==> src/rtl/bus_arbiter_pkg.sv <==
// Shared types for the two-master bus arbiter.
// State encoding, master index type and bus direction constants.
package bus_arbiter_pkg;

   typedef enum logic [1:0] {
      IDLE   = 2'd0,
      ACCESS = 2'd1,
      DONE   = 2'd2
   } state_e;

   typedef logic midx_t;

   localparam logic WR = 1'b1;
   localparam logic RD = 1'b0;

endpackage

==> src/rtl/bus_arbiter_if.sv <==
// Request side (two masters) and shared bus side of the arbiter.
// master: arbiter view; slave: requesters/target view.
interface bus_arbiter_if #(
   parameter int ADDR_W = 32,
   parameter int DATA_W = 32
);
   logic              req0;
   logic              wr_rd0;
   logic [ADDR_W-1:0] addr0;
   logic [DATA_W-1:0] wdata0;
   logic              ack0;
   logic              req1;
   logic              wr_rd1;
   logic [ADDR_W-1:0] addr1;
   logic [DATA_W-1:0] wdata1;
   logic              ack1;
   logic [DATA_W-1:0] rdata;
   logic              bus_cs;
   logic              bus_wr_rd;
   logic [ADDR_W-1:0] bus_addr;
   logic [DATA_W-1:0] bus_wdata;
   logic [DATA_W-1:0] bus_rdata;
   logic              bus_ready;
   logic              err;

   modport master (
      input  req0, wr_rd0, addr0, wdata0,
      input  req1, wr_rd1, addr1, wdata1,
      input  bus_rdata, bus_ready,
      output ack0, ack1, rdata, err,
      output bus_cs, bus_wr_rd, bus_addr, bus_wdata
   );

   modport slave (
      output req0, wr_rd0, addr0, wdata0,
      output req1, wr_rd1, addr1, wdata1,
      output bus_rdata, bus_ready,
      input  ack0, ack1, rdata, err,
      input  bus_cs, bus_wr_rd, bus_addr, bus_wdata
   );

endinterface

==> src/rtl/bus_wait_timer.sv <==
// Loadable down-counter that stops at zero; zero flag is combinational.
// Ports: clk, rst (async active-low), load/load_val, en, zero.
module bus_wait_timer #(
   parameter int W = 8
) (
   input  logic         clk,
   input  logic         rst,
   input  logic         load,
   input  logic [W-1:0] load_val,
   input  logic         en,
   output logic         zero
);

   logic [W-1:0] count;

   always_ff @(posedge clk or negedge rst) begin
      if (!rst)
         count <= '0;
      else if (load)
         count <= load_val;
      else if (en && !zero)
         count <= count - 1'b1;
   end

   assign zero = (count == '0);

endmodule

==> src/rtl/bus_arbiter.sv <==
// Round-robin arbiter sharing one external bus between two masters.
// Ports: clk, rst (async active-low), bus (bus_arbiter_if.master).
// Optional timeout abort enabled by defining BUS_TIMEOUT_EN.
module bus_arbiter
   import bus_arbiter_pkg::*;
#(
   parameter int ADDR_W         = 32,
   parameter int DATA_W         = 32,
   parameter int WAIT_CYCLES    = 1,
   parameter int TIMEOUT_CYCLES = 64
) (
   input  logic          clk,
   input  logic          rst,
   bus_arbiter_if.master bus
);

   state_e            state;
   midx_t             last_grant;
   midx_t             gnt;
   midx_t             pick;
   logic              grant_go;
   logic              done_ok;
   logic              to_hit;
   logic              wait_zero;
   logic              sel_wr_rd;
   logic [ADDR_W-1:0] sel_addr;
   logic [DATA_W-1:0] sel_wdata;

   always_comb begin
      pick = 1'b0;
      if (bus.req0 && bus.req1)
         pick = ~last_grant;
      else if (bus.req1)
         pick = 1'b1;
      sel_wr_rd = pick ? bus.wr_rd1 : bus.wr_rd0;
      sel_addr  = pick ? bus.addr1  : bus.addr0;
      sel_wdata = pick ? bus.wdata1 : bus.wdata0;
   end

   assign grant_go = (state == IDLE) && (bus.req0 || bus.req1);
   assign done_ok  = (state == ACCESS) && wait_zero && bus.bus_ready;

   bus_wait_timer #(.W(8)) u_wait (
      .clk      (clk),
      .rst      (rst),
      .load     (grant_go),
      .load_val (8'(WAIT_CYCLES)),
      .en       (state == ACCESS),
      .zero     (wait_zero)
   );

`ifdef BUS_TIMEOUT_EN
   localparam int TO_LD = (TIMEOUT_CYCLES > 0) ? TIMEOUT_CYCLES - 1 : 0;

   logic to_zero;

   // Loaded one short: zero is then seen in the last allowed ACCESS
   // cycle, so the abort lands exactly TIMEOUT_CYCLES after entry.
   bus_wait_timer #(.W(16)) u_timeout (
      .clk      (clk),
      .rst      (rst),
      .load     (grant_go),
      .load_val (16'(TO_LD)),
      .en       (state == ACCESS),
      .zero     (to_zero)
   );

   assign to_hit = (state == ACCESS) && to_zero && !done_ok;
`else
   assign to_hit = 1'b0;
`endif

   always_ff @(posedge clk or negedge rst) begin
      if (!rst) begin
         state         <= IDLE;
         last_grant    <= 1'b1;
         gnt           <= 1'b0;
         bus.ack0      <= 1'b0;
         bus.ack1      <= 1'b0;
         bus.err       <= 1'b0;
         bus.rdata     <= '0;
         bus.bus_cs    <= 1'b0;
         bus.bus_wr_rd <= 1'b0;
         bus.bus_addr  <= '0;
         bus.bus_wdata <= '0;
      end else begin
         bus.ack0 <= 1'b0;
         bus.ack1 <= 1'b0;
         bus.err  <= 1'b0;
         unique case (state)
            IDLE: begin
               if (grant_go) begin
                  bus.bus_cs    <= 1'b1;
                  bus.bus_wr_rd <= sel_wr_rd;
                  bus.bus_addr  <= sel_addr;
                  bus.bus_wdata <= sel_wdata;
                  gnt           <= pick;
                  last_grant    <= pick;
                  state         <= ACCESS;
               end
            end
            ACCESS: begin
               if (done_ok || to_hit) begin
                  if (done_ok && bus.bus_wr_rd == RD)
                     bus.rdata <= bus.bus_rdata;
                  bus.bus_cs <= 1'b0;
                  bus.ack0   <= (gnt == 1'b0);
                  bus.ack1   <= (gnt == 1'b1);
                  bus.err    <= to_hit;
                  state      <= DONE;
               end
            end
            DONE: state <= IDLE;
            default: state <= IDLE;
         endcase
      end
   end

endmodule
==> src/flat_wrapper.sv <==
// flat-port wrapper written by rule: the top's interface ports become plain ports
module bus_arbiter_flat import bus_arbiter_pkg::*;
#(
   parameter int ADDR_W         = 32,
   parameter int DATA_W         = 32,
   parameter int WAIT_CYCLES    = 1,
   parameter int TIMEOUT_CYCLES = 64
)
  (clk, rst, bus_req0, bus_wr_rd0, bus_addr0, bus_wdata0, bus_req1, bus_wr_rd1, bus_addr1, bus_wdata1, bus_bus_rdata, bus_bus_ready, bus_ack0, bus_ack1, bus_rdata, bus_err, bus_bus_cs, bus_bus_wr_rd, bus_bus_addr, bus_bus_wdata);
  bus_arbiter_if #(.ADDR_W(ADDR_W), .DATA_W(DATA_W)) bus_i ();
  input  logic clk;
  input  logic rst;
  input wire logic [$bits(bus_i.req0)-1:0] bus_req0;
  input wire logic [$bits(bus_i.wr_rd0)-1:0] bus_wr_rd0;
  input wire logic [$bits(bus_i.addr0)-1:0] bus_addr0;
  input wire logic [$bits(bus_i.wdata0)-1:0] bus_wdata0;
  input wire logic [$bits(bus_i.req1)-1:0] bus_req1;
  input wire logic [$bits(bus_i.wr_rd1)-1:0] bus_wr_rd1;
  input wire logic [$bits(bus_i.addr1)-1:0] bus_addr1;
  input wire logic [$bits(bus_i.wdata1)-1:0] bus_wdata1;
  input wire logic [$bits(bus_i.bus_rdata)-1:0] bus_bus_rdata;
  input wire logic [$bits(bus_i.bus_ready)-1:0] bus_bus_ready;
  output wire logic [$bits(bus_i.ack0)-1:0] bus_ack0;
  output wire logic [$bits(bus_i.ack1)-1:0] bus_ack1;
  output wire logic [$bits(bus_i.rdata)-1:0] bus_rdata;
  output wire logic [$bits(bus_i.err)-1:0] bus_err;
  output wire logic [$bits(bus_i.bus_cs)-1:0] bus_bus_cs;
  output wire logic [$bits(bus_i.bus_wr_rd)-1:0] bus_bus_wr_rd;
  output wire logic [$bits(bus_i.bus_addr)-1:0] bus_bus_addr;
  output wire logic [$bits(bus_i.bus_wdata)-1:0] bus_bus_wdata;
  assign bus_i.req0 = bus_req0;
  assign bus_i.wr_rd0 = bus_wr_rd0;
  assign bus_i.addr0 = bus_addr0;
  assign bus_i.wdata0 = bus_wdata0;
  assign bus_i.req1 = bus_req1;
  assign bus_i.wr_rd1 = bus_wr_rd1;
  assign bus_i.addr1 = bus_addr1;
  assign bus_i.wdata1 = bus_wdata1;
  assign bus_i.bus_rdata = bus_bus_rdata;
  assign bus_i.bus_ready = bus_bus_ready;
  assign bus_ack0 = bus_i.ack0;
  assign bus_ack1 = bus_i.ack1;
  assign bus_rdata = bus_i.rdata;
  assign bus_err = bus_i.err;
  assign bus_bus_cs = bus_i.bus_cs;
  assign bus_bus_wr_rd = bus_i.bus_wr_rd;
  assign bus_bus_addr = bus_i.bus_addr;
  assign bus_bus_wdata = bus_i.bus_wdata;
  bus_arbiter #(.ADDR_W(ADDR_W), .DATA_W(DATA_W), .WAIT_CYCLES(WAIT_CYCLES), .TIMEOUT_CYCLES(TIMEOUT_CYCLES)) u_core (.clk(clk), .rst(rst), .bus(bus_i));
endmodule
==> config.mk <==
export PLATFORM = sky130hd
export DESIGN_NAME = bus_arbiter_flat
export DESIGN_NICKNAME = d
export VERILOG_FILES = /design/src/rtl/bus_arbiter_pkg.sv /design/src/rtl/bus_arbiter_if.sv /design/src/rtl/bus_wait_timer.sv /design/src/rtl/bus_arbiter.sv /design/src/flat_wrapper.sv
export SDC_FILE = /design/constraint.sdc
export NUM_CORES = 1
export LEC_CHECK = 0
export BUFFER_PORTS_ARGS = -buffer_cell sky130_fd_sc_hd__buf_2
export CORE_MARGIN = 5
export CORE_UTILIZATION = 42
export CTS_BUF_LIST = sky130_fd_sc_hd__clkbuf_8
export DETAILED_ROUTE_END_ITERATION = 8
export GPL_ROUTABILITY_DRIVEN = 0
export PLACE_DENSITY = 0.79
export SLEW_MARGIN = 20
export SYNTH_ARGS = -nofsm -noshare
export SYNTH_HDL_FRONTEND = slang
export SYNTH_SLANG_ARGS = --single-unit
==> constraint.sdc <==
create_clock -name clk -period 2.07 [get_ports clk]
set_input_delay 0.3105 -clock clk [delete_from_list [all_inputs] [get_ports clk]]
set_output_delay 0.3105 -clock clk [all_outputs]
set_load 0.005 [all_outputs]
# Word-level counts from Yosys, hierarchy flattened
# Index checks and enable logic that the tools add are counted.
classes:
  add_sub_neg: 1
  n_reduce_logical: 16
  bitwise_logic: 3
  muxes: 17
  eq_ne: 3
op_table:
  columns: ["operator", "count"]
  rows:
  - ["32-bit two-way mux", 2]
  - ["8-bit two-way mux", 2]
  - ["1-bit two-way mux", 9]
  - ["8-bit zero test", 1]
  - ["8-bit by 1-bit subtractor with 8-bit output (second input constant)", 1]
  - ["1-bit logical AND", 6]
  - ["3-bit AND reduction", 2]
  - ["2-bit two-way mux", 2]
  - ["2-bit by 1-bit != test with 1-bit output (second input constant)", 2]
  - ["2-bit one-hot mux with 2 select lines", 1]
  - ["2-bit AND reduction", 2]
  - ["2-bit nonzero test", 2]
  - ["1-bit inverter", 3]
  - ["2-bit by 1-bit equality test with 1-bit output (second input constant)", 1]
  - ["2-bit zero test", 1]
  - ["1-bit one-hot mux with 2 select lines", 1]
  - ["1-bit zero test", 1]
  - ["1-bit logical OR", 1]
word_totals:
  out_inout_bits: 101
  elab_cells: 51
  input_bits: 167
  regBits: 112

# Logic depth before layout (Yosys ltp)
depth:
  depth_word: 5
  ltp_mapped: 6
  ltp_nobuf: 5

# By module
# Synthesis repeated with hierarchy kept, for this count alone.
hier_totals:
  hier_cells: 362
  area_unflattened_um2: 5477.8
modules_own_cells:
  columns: ["mod", "area_per_inst_um2", "seq_area_each_um2", "n_inst", "cells_each"]
  rows:
  - ["bus_arbiter", 4929.7, 2603.7, 1, 303]
  - ["bus_wait_timer", 548.0, 200.2, 1, 59]

# Worst setup path after synthesis
# Ideal clock, no wire load.
synth_path:
  kind: "reg2reg"
  start: "register u_core.u_wait.count[0]"
  end: "register u_core.bus.rdata[10]"
  required_ns: 1.945
  setup_ns: 0.125
  period_less_slack_ns: 2.058
  n_path_buf: 1
  slack_ns: 0.012
  t_arrival_ns: 1.933
  path_stages_with_launch: 7
  cell_sequence: "dfrtp_1 > inv_1 > ha_1 > or4bb_1 > nor4_4 > buf_6 > mux2_2"
synth_via:
  elab_chain_cells: 5
synth_rtl:
  columns: ["item", "line", "source"]
  rows:
  - ["from (decl)", "bus_wait_timer.sv:14", "logic [W-1:0] count;"]
  - ["from (signal assigned)", "bus_wait_timer.sv:20", "count <= load_val;"]
  - ["from (signal assigned)", "bus_wait_timer.sv:22", "count <= count - 1'b1;"]
  - ["8-bit zero test *", "bus_wait_timer.sv:25", "assign zero = (count == '0);"]
  - ["1-bit logical AND * (2 in series)", "bus_arbiter.sv:41", "assign done_ok = (state == ACCESS) && wait_zero && bus.bus_ready;"]
  - ["1-bit logical AND", "bus_arbiter.sv:104", "if (done_ok && bus.bus_wr_rd == RD)"]
  - ["3-bit AND reduction (no line) *", null, null]
  - ["to (signal assigned)", "bus_arbiter.sv:105", "bus.rdata <= bus.bus_rdata;"]
  - ["to (decl)", "bus_arbiter_if.sv:30", "output ack0, ack1, rdata, err,"]
# Mark *: on every way between the ends. The rest lies on a longest branch, timed or not.
# A chain may end at the register's enable or synchronous reset.

# Worst setup path after layout
layout_path:
  start: "register u_core.u_wait.count[1]"
  end: "register u_core.bus.rdata[10]"
# The elaborated chain is that of the path after synthesis.

==> impl_metrics.yaml <==
clock_tree:
  cts_tree: "built"
  cts_made_buffers: 9
  cts_max_level: 3
  cts.sinks: 112
  clock_latency_ns: 0.36
  cts_buffer_depth: 2
  cts-root-buf: "clkbuf_8"
  path_clk_slew_ns: 0.10
timing:
  finClkSkew_ns: 0.007523
  clock.fmax_mhz: 473.8
  fin_crit_ns: 2.111
  setup_viol: 16
  rsz0062_at_grt: "yes"
  worst_pin_slew_ns: 0.6291
  timing.hold.ws_ns: 0.1781
  timing.final.crit_share: 1.020
  slew_headroom: 0.5790
  setup_ws_ns: -0.04053
  fin_tns_setup_ns: -0.5600
  slew_violations: 0
  hold_viol: 0
status:
  violations: "setup timing"
  status: "finished with violations"
drt:
  viasPerCell: 5.181
  avgRoutedWirePerCell_um: 16.24
  vias: 4419
  ant_nets: 0
  finalWirelength_um: 13850
  dr.pass1.iters: 4
  initialDrtViolationCount: 162
  drc: 0
worst_setup_path:
  crit_path_start_kind: "flop"
  worst_ep_arrival_time_ns: 2.36
  crit_path_end_kind: "flop"
  slowest_stage: "or4bb_4"
  r2r_start: "u_core.u_wait.count[1]"
  regToRegSetupSlack_ns: -0.04
  crit_type: "flop to flop"
  reg2reg_depth: 7
  max_stage_delay_ns: 0.48
  crit_chain: "inv_2 > ha_4 > or4bb_4 > nor4_4 > buf_4 > buf_12 > mux2_2"
  worstPathRequired_ns: 2.32
  r2r-end: "u_core.bus.rdata[10]"
  crit_fanout: 16
run:
  cap_violations: 0
logic_synthesis:
  synth.area.top_cells: "dfrtp_1, mux2i_1, o21ai_0"
  syn_inst: 432
  syn_area_per_cell_um2: 11.63
  synth_area_um2: 5024
  ys_types: 35
  ys_warn_count: 0
  ys_seq_elements: 112
  async_reset_ff_frac: 1.000
  yosys.area.top_type: "dfrtp_1"
  seq_area_frac_synth: 0.5582
  yosysMostFrequentCell: "o21ai_0"
  synth_ff_type: "dfrtp_1"
  ys_top_cells_by_count: "o21ai_0, dfrtp_1, mux2i_1"
  synth-edff-count: 0
  syn_nets: 601
  synth_top_area_frac: 0.5529
final_layout:
  drive_gt1_frac: 0.4958
  area_growth_pct: 39.23
  antenna_cells: 0
  n_fill_cell: 969
  design_area_um2: 6994
  nets: 870
  multiInputGateArea_um2: 2150
  regArea_um2: 2804
global_route:
  globalRoute.totalOverflow: 0
  grt_use_total: 0.1914
  antenna_found_initial: 0
  grt_pass1_wl_um: 22600
  grt_max_degree: 43
  grt_pass1_vias: 4673
placed_design:
  post-place-ws_ns: -0.03243
  place_area_um2: 6621
  hpwl_um: 10290
  io_buffers: 266
power_and_ir_drop:
  p_sw_w: 0.002998
  seq_power_share: 0.432
  power_switching_share: 0.3535
  p_clk_frac: 0.145
  p_int_w: 0.005483
  p_per_area_nw_per_um2: 1212
  power_w: 0.008480
  pwr-share-comb: 0.423
  vdd_drop_max_mv: 0.5183
  p_leak_nw: 3.616
floorplan:
  initial_core_util: 0.4235
  die-area_um2: 14250
  ios: 268
  floorplan.die.height_um: 119.4
  rows: 40
  coreArea_um2: 11860
  die_width_um: 119.4
hold_path:
  min_from: "bus_bus_rdata[7]"
  whs_endpoint: "u_core.bus.rdata[7]"
  hold_depth: 2
  hold_path.class: "primary input to flop"
flip-flops by register name, summed over array words and instances, names as in the netlist:
register and cells:
u_core.bus.ack0 1, u_core.bus.ack1 1, u_core.bus.bus_addr 32, u_core.bus.bus_cs 1
u_core.bus.bus_wdata 32, u_core.bus.bus_wr_rd 1, u_core.bus.rdata 32, u_core.gnt 1
u_core.last_grant 1, u_core.state 2, u_core.u_wait.count 8
cell usage in the layout (no fill, tap or decap), types with 3 or more instances in the layout:
cell,synthesis,final
mux2i_1,72,72
buf_4,1,18
nor2_1,6,5
mux2_2,32,17
buf_12,0,8
clkbuf_8,0,12
o211ai_1,3,3
inv_1,4,4
o21ai_0,144,142
mux2_4,0,16
dfrtp_1,111,111
buf_2,6,265
cells by family (layout without fill, tap and decap cells):
| group | Yosys count | after routing | share of synthesized area |
|---|---|---|---|
| adders and majority gates | 2 | 2 | 0.004981 |
| muxes | 105 | 105 | 0.2174 |
| AOI/OAI and AO/OA | 151 | 151 | 0.1534 |
| and+or+nand+nor | 22 | 22 | 0.02940 |
| buffers and inverters | 39 | 313 | 0.03586 |
| other | 1 | 1 | 0.0007465 |
| DFF | 112 | 112 | 0.5582 |
layer usage:
layer	up-vias	wire (um)	GRT usage
li1	2095	-	-
met1	2135	5578	0.2331
met2	172	7100	0.3370
met3	17	965	0.04511
met4	0	210	0.05727
met5	-	0	0
final cells by class:
| type | instances | area share |
|---|---|---|
| inverters | 4 | 0.002147 |
| repair buffers | 293 | 0.2369 |
| flip-flops and latches | 112 | 0.4009 |
| well taps | 147 | 0.02630 |
| clock inverters | 4 | 0.002862 |
| multi-input cells | 281 | 0.3073 |
| clock buffers | 12 | 0.02361 |
through the flow:
stage,util,std cells
floorplan,-,432
global placement,0.5582,827
detailed placement,0.5582,827
CTS,0.5858,851
global route,0.5897,853
finish,0.5897,853
how the worst max path moves through the flow:
stage          cells after the start                    to              startpoint
6_report                           7  u_core.bus.rdata[10]  u_core.u_wait.count[1]
5_1_grt                            7  u_core.bus.rdata[10]  u_core.u_wait.count[0]
4_1_cts                            7  u_core.bus.rdata[31]  u_core.u_wait.count[0]
3_5_place_dp                       6  u_core.bus.rdata[31]  u_core.u_wait.count[0]
2_1_floorplan                      6  u_core.bus.rdata[10]  u_core.u_wait.count[0]
3_3_place_gp                       6  u_core.bus.rdata[11]  u_core.u_wait.count[0]
critical path, delay by kind of cell (launching register included):
kind          cells  cell delay [ns]
simple gates      2             0.70
buf+inv           3             0.42
flops             1             0.41
mux               1             0.34
fa+ha+maj         1             0.13
what timing repair did:
item	in CTS	in global routing
gates resized for setup	14	13
hold buffers	1	0
cloned	2	0
hold endpoints to repair	31	0
setup endpoints to repair	32	32
buffers inserted	5	3
power by group through the flow:
| stage | Sequential (W) | Combinational (W) | Clock [W] |
|---|---|---|---|
| 6_report | 0.00366 | 0.00359 | 0.00123 |
| 5_1_grt | 0.00379 | 0.00401 | 0.00136 |
| 4_1_cts | 0.00366 | 0.00357 | 0.00126 |
| 3_5_place_dp | 0.00369 | 0.00344 | 0 |
| 3_3_place_gp | 0.00366 | 0.00327 | 0 |
| 2_1_floorplan | 0.00371 | 0.00169 | 0 |
Power figures use the tool's default switching activity.
